### src/rtl/dvfs_actuator.sv
// dvfs_actuator
//   Sequences voltage and frequency changes for one power domain so the
//   clock is never faster than the supply can sustain. Voltage rises before
//   frequency changes, and voltage falls only after frequency has changed.
//   Each applied level is held for a settle time before the next step.
//
// Parameters
//   VSETTLE          cycles a new voltage level is held (1..256)
//   FSETTLE          cycles a new frequency level is held (1..256)
// Ports
//   clk              sole clock, rising edge
//   rst              synchronous active-high reset
//   req_valid        a requested level pair is present
//   voltage_level    requested voltage level (0 lowest .. 3 highest)
//   frequency_level  requested frequency level (0 lowest .. 3 highest)
//   req_ready        high only in IDLE; request accepted when valid & ready
//   vdd_sel          voltage level applied to the regulator
//   clk_sel          frequency level applied to the clock generator
//   busy             high in every state except IDLE
//   done             one-cycle pulse when a request completes
//   err              one-cycle pulse after a rejected request
module dvfs_actuator #(
  parameter int VSETTLE = 16,
  parameter int FSETTLE = 4
) (
  input  logic       clk,
  input  logic       rst,
  input  logic       req_valid,
  input  logic [1:0] voltage_level,
  input  logic [1:0] frequency_level,
  output logic       req_ready,
  output logic [1:0] vdd_sel,
  output logic [1:0] clk_sel,
  output logic       busy,
  output logic       done,
  output logic       err
);

  typedef enum logic [2:0] {
    IDLE  = 3'd0,
    V_UP  = 3'd1,
    F_CHG = 3'd2,
    V_DN  = 3'd3,
    DONE  = 3'd4
  } state_t;

  localparam logic [7:0] VLOAD = 8'(VSETTLE - 1);
  localparam logic [7:0] FLOAD = 8'(FSETTLE - 1);

  state_t     state;
  state_t     next_state;
  logic [1:0] target_v;
  logic [1:0] target_f;
  logic [7:0] cnt;
  logic       accept;
  logic       reject;
  logic       load_v;
  logic       load_f;
  logic [1:0] new_v;
  logic [1:0] new_f;

  // State register
  always_ff @(posedge clk) begin
    if (rst) state <= IDLE;
    else     state <= next_state;
  end

  // Next-state decode. In IDLE the targets come straight from the inputs,
  // because the captured copies are only valid one cycle later.
  always_comb begin
    next_state = state;
    accept     = 1'b0;
    reject     = 1'b0;
    load_v     = 1'b0;
    load_f     = 1'b0;
    new_v      = target_v;
    new_f      = target_f;
    case (state)
      IDLE: begin
        new_v  = voltage_level;
        new_f  = frequency_level;
        accept = req_valid;
        if (req_valid) begin
          if (frequency_level > voltage_level) begin
            reject = 1'b1;
          end else if (voltage_level > vdd_sel) begin
            next_state = V_UP;
            load_v     = 1'b1;
          end else if (frequency_level != clk_sel) begin
            next_state = F_CHG;
            load_f     = 1'b1;
          end else if (voltage_level < vdd_sel) begin
            next_state = V_DN;
            load_v     = 1'b1;
          end else begin
            next_state = DONE;
          end
        end
      end
      V_UP: begin
        if (cnt == 8'd0) begin
          if (target_f != clk_sel) begin
            next_state = F_CHG;
            load_f     = 1'b1;
          end else begin
            next_state = DONE;
          end
        end
      end
      F_CHG: begin
        if (cnt == 8'd0) begin
          if (target_v < vdd_sel) begin
            next_state = V_DN;
            load_v     = 1'b1;
          end else begin
            next_state = DONE;
          end
        end
      end
      V_DN: begin
        if (cnt == 8'd0) next_state = DONE;
      end
      DONE:    next_state = IDLE;
      default: next_state = IDLE;
    endcase
  end

  // Datapath: applied levels, captured targets, settle counter, err pulse.
  // A rejected request still overwrites the targets; they are never used
  // because the FSM stays in IDLE.
  always_ff @(posedge clk) begin
    if (rst) begin
      vdd_sel  <= 2'd0;
      clk_sel  <= 2'd0;
      target_v <= 2'd0;
      target_f <= 2'd0;
      cnt      <= 8'd0;
      err      <= 1'b0;
    end else begin
      err <= reject;
      if (accept) begin
        target_v <= voltage_level;
        target_f <= frequency_level;
      end
      if (load_v) vdd_sel <= new_v;
      if (load_f) clk_sel <= new_f;
      if (load_v)           cnt <= VLOAD;
      else if (load_f)      cnt <= FLOAD;
      else if (cnt != 8'd0) cnt <= cnt - 8'd1;
    end
  end

  assign req_ready = (state == IDLE);
  assign busy      = (state != IDLE);
  assign done      = (state == DONE);

endmodule

### config.mk
export PLATFORM = sky130hd
export DESIGN_NAME = dvfs_actuator
export DESIGN_NICKNAME = d
export VERILOG_FILES = /design/src/rtl/dvfs_actuator.sv
export SDC_FILE = /design/constraint.sdc
export NUM_CORES = 1
export LEC_CHECK = 0
export ABC_AREA = 1
export BUFFER_PORTS_ARGS = -buffer_cell sky130_fd_sc_hd__buf_2
export CORE_MARGIN = 8
export CORE_UTILIZATION = 40
export CTS_BUF_LIST = sky130_fd_sc_hd__clkbuf_4 sky130_fd_sc_hd__clkbuf_8
export DETAILED_ROUTE_END_ITERATION = 10
export PLACE_DENSITY = 0.69
export REMOVE_ABC_BUFFERS = 1
export SETUP_SLACK_MARGIN = 0.3
export SLEW_MARGIN = 10
export SYNTH_ARGS = -nofsm -noshare
export SYNTH_HDL_FRONTEND = slang
export SYNTH_SLANG_ARGS = --single-unit
### constraint.sdc
create_clock -name clk -period 4.11 [get_ports clk]
set_input_delay 0.822 -clock clk [delete_from_list [all_inputs] [get_ports clk]]
set_output_delay 0.822 -clock clk [all_outputs]
set_load 0.01 [all_outputs]
==> impl_metrics.json <==
{
  "min_to": "target_v[0]",
  "stdcell_count": 257,
  "dr_total_vias": 1184,
  "io_buffers": 14,
  "rsz0062_at_grt": "false",
  "diodes": 0,
  "synth_cell_type_count": 28,
  "cts_setup_buffers": 0,
  "worst_slack_ns": 1.92,
  "fillers": 349,
  "max_freq_mhz": 456,
  "vias_per_cell": 4.61,
  "maxCapViolations": 0,
  "ys_ff_latch": 20,
  "io_pins": 15,
  "path_cells": "inv_2 -> nand3_2 -> inv_2 -> buf_2",
  "place_ws_ns": 1.90,
  "period_needed_ns": 2.19,
  "wirelength_mm": 2.81,
  "critPathSlowestCell": "dfxtp_1",
  "reg2reg_to": "clk_sel[0]",
  "max_stage_delay_ns": 0.37,
  "ys_seq_area_frac": 0.297,
  "avgRoutedWirePerCell_um": 10.9,
  "hold_buffers": 0,
  "synth_area_um2": 1350,
  "p_comb_frac": 0.603,
  "die-area_um2": 5480,
  "layout.nets": 226,
  "critPathKind": "reg -> out",
  "grt_max_degree": 15,
  "antenna_found_initial": 0,
  "routabilityCongestion": 0.786,
  "hold_violations": 0,
  "detailed_place_hpwl_mm": 2.21,
  "cts_inserted_buffers": 3,
  "track_usage": 0.113,
  "setup_viol": 0,
  "cp-end-kind": "output port",
  "h-tree-depth": 1,
  "critPathLaunchType": "flip-flop",
  "fp.dieW_um": 74.0,
  "reg2reg_from": "vdd_sel[1]",
  "netlist_instances": 195,
  "multiInputGateArea_um2": 798,
  "clk_path_buf_depth": 2,
  "path_max_fanout": 12,
  "dr.pass1.iters": 4,
  "ff2ff_setup_slack_ns": 2.47,
  "timing.slew.headroom": 0.714,
  "netlist_top_cells_area": "dfxtp_1 30%, nand2_1 12%, ha_1 6.5%",
  "seqPwrFrac": 0.284,
  "async_flop_share": 0,
  "synth-edff-count": 0,
  "initialDrtViolationCount": 68,
  "overflow": 0,
  "cts_sinks": 20,
  "worstPathArrival_ns": 1.37,
  "status": "finished, final reports clean",
  "p_int_mw": 0.545,
  "holdPathStages": 2,
  "ys.flop_type": "dfxtp_1",
  "grt_pass1_wl_mm": 4.87,
  "p_switching_mw": 0.520,
  "synth_common_cells": "44 x nand2_1, 23 x inv_1, 20 x dfxtp_1",
  "dieHeight_um": 74.0,
  "drc": 0,
  "root_buffer": "clkbuf_4",
  "coreArea_um2": 3280,
  "regArea_um2": 400,
  "min_path_type": "reg -> reg",
  "area_delta_synth_final_pct": 11.2,
  "synthMostInstantiatedCell": "nand2_1",
  "postRouteAntennaNets": 0,
  "leakagePower_nw": 0.750,
  "slew_viol_final": 0,
  "reg2regPathDepth": 9,
  "finalCritPeriodShare": 0.533,
  "powerDensity_nw_per_um2": 711,
  "clkTransAtPathRegs_ns": 0.13,
  "worstMarginPinSlew_ns": 0.428,
  "swShare": 0.488,
  "rows": 21,
  "cts_tree": "done",
  "synth_top_area_frac": 0.297,
  "tns_ns": 0,
  "start_util": 0.410,
  "ir_drop_mv": 0.259,
  "clkLatencyLatePin_ns": 0.32,
  "grt_pass1_vias": 1092,
  "fin_hold_ws_ns": 0.512,
  "final_layout_size_suffix_gt1_frac": 0.246,
  "worstHoldStart": "target_v[0]",
  "path_common_cell": "inv_2",
  "synth.largest_area_cell": "dfxtp_1",
  "post_cts_resized": 0,
  "cp_top_family": "buffers and inverters",
  "skew_ns": 0.0189,
  "dpl.cell_count": 253,
  "path_buf_inv": 3,
  "worst_ep_required_time_ns": 3.29,
  "avgSynthCellArea_um2": 6.91,
  "pwr-share-clk": 0.113,
  "synth_warnings": 0
}
[state kept, by name, summed over array words and instances, names as in the netlist]
signal    count
target_v      2
target_f      2
state         3
cnt           8
vdd_sel       2
err           1
clk_sel       2
[layer usage]
layer / vias to the layer above / GRT usage / wire [um]
li1: 650 / - / -
met1: 510 / 0.147 / 1460
met2: 20 / 0.172 / 1180
met3: 4 / 0.0256 / 132
met4: 0 / 0.0510 / 34
met5: - / 0 / 0
[per-stage QoR]
step | power (mW) | area, um2 | utilization
3_3_place_gp | 0.948 | 1460 | 0.445
4_1_cts | 1.07 | 1500 | 0.456
6_report | 1.07 | 1500 | 0.456
5_1_grt | 1.18 | 1500 | 0.456
2_1_floorplan | 0.816 | 1340 | -
3_5_place_dp | 0.947 | 1460 | 0.445
[power by group through the flow]
stage / sequential, mW / clock [mW] / combinational, mW
after global routing: 0.311 / 0.130 / 0.736
final: 0.302 / 0.121 / 0.643
after global placement: 0.306 / 0 / 0.642
after detailed placement: 0.307 / 0 / 0.639
after floorplan: 0.304 / 0 / 0.512
after CTS: 0.302 / 0.123 / 0.645
[placed cells by master, fill, tap and decap left out, types with 3 or more instances in the layout]
| cell type | Yosys | layout |
|---|---|---|
| a21oi_1 | 7 | 7 |
| buf_2 | 1 | 14 |
| clkbuf_4 | 0 | 3 |
| dfxtp_1 | 20 | 20 |
| ha_1 | 7 | 7 |
| inv_1 | 23 | 23 |
| inv_2 | 10 | 10 |
| nand2_1 | 44 | 44 |
| nand2_2 | 8 | 8 |
| nand2_4 | 3 | 3 |
| nand3_1 | 14 | 14 |
| nor2_1 | 15 | 15 |
| nor3_1 | 4 | 4 |
| o21ai_0 | 6 | 6 |
| o21ai_1 | 8 | 8 |
| xor2_1 | 5 | 5 |
[worst reg2reg max path, delay by kind of cell, from the launching register on]
family          cells  cell delay (ns)
simple gates        5             0.52
fa+ha+maj           1             0.31
buf+inv             1             0.08
flops               1             0.36
compound gates      2             0.32
[logic make-up after synthesis]
logic type | count (synthesis) | synth area share
AOI/OAI and AO/OA | 24 | 0.0956
xor gates and xnor gates | 7 | 0.0455
adders and majority gates | 7 | 0.0650
buffers and inverters | 37 | 0.110
DFF | 20 | 0.297
and+or+nand+nor | 100 | 0.386
[final cells by class]
| class | instances | area share |
|---|---|---|
| multi-input cells | 138 | 0.533 |
| flip-flops and latches | 20 | 0.267 |
| inverters | 35 | 0.0910 |
| repair buffers | 14 | 0.0467 |
| well taps | 46 | 0.0384 |
| clock buffers | 4 | 0.0242 |
[worst max path at each step]
stage	from	to	slack, ns	cells past startpoint
finish	state[2]	req_ready	1.92	4
global route	state[2]	req_ready	1.85	4
CTS	state[2]	req_ready	1.92	4
detailed placement	voltage_level[1]	cnt[1]	1.90	14
global placement	voltage_level[1]	cnt[1]	1.91	14
floorplan	voltage_level[1]	cnt[0]	2.14	13
No activity file was read; power rests on OpenSTA's default activity.
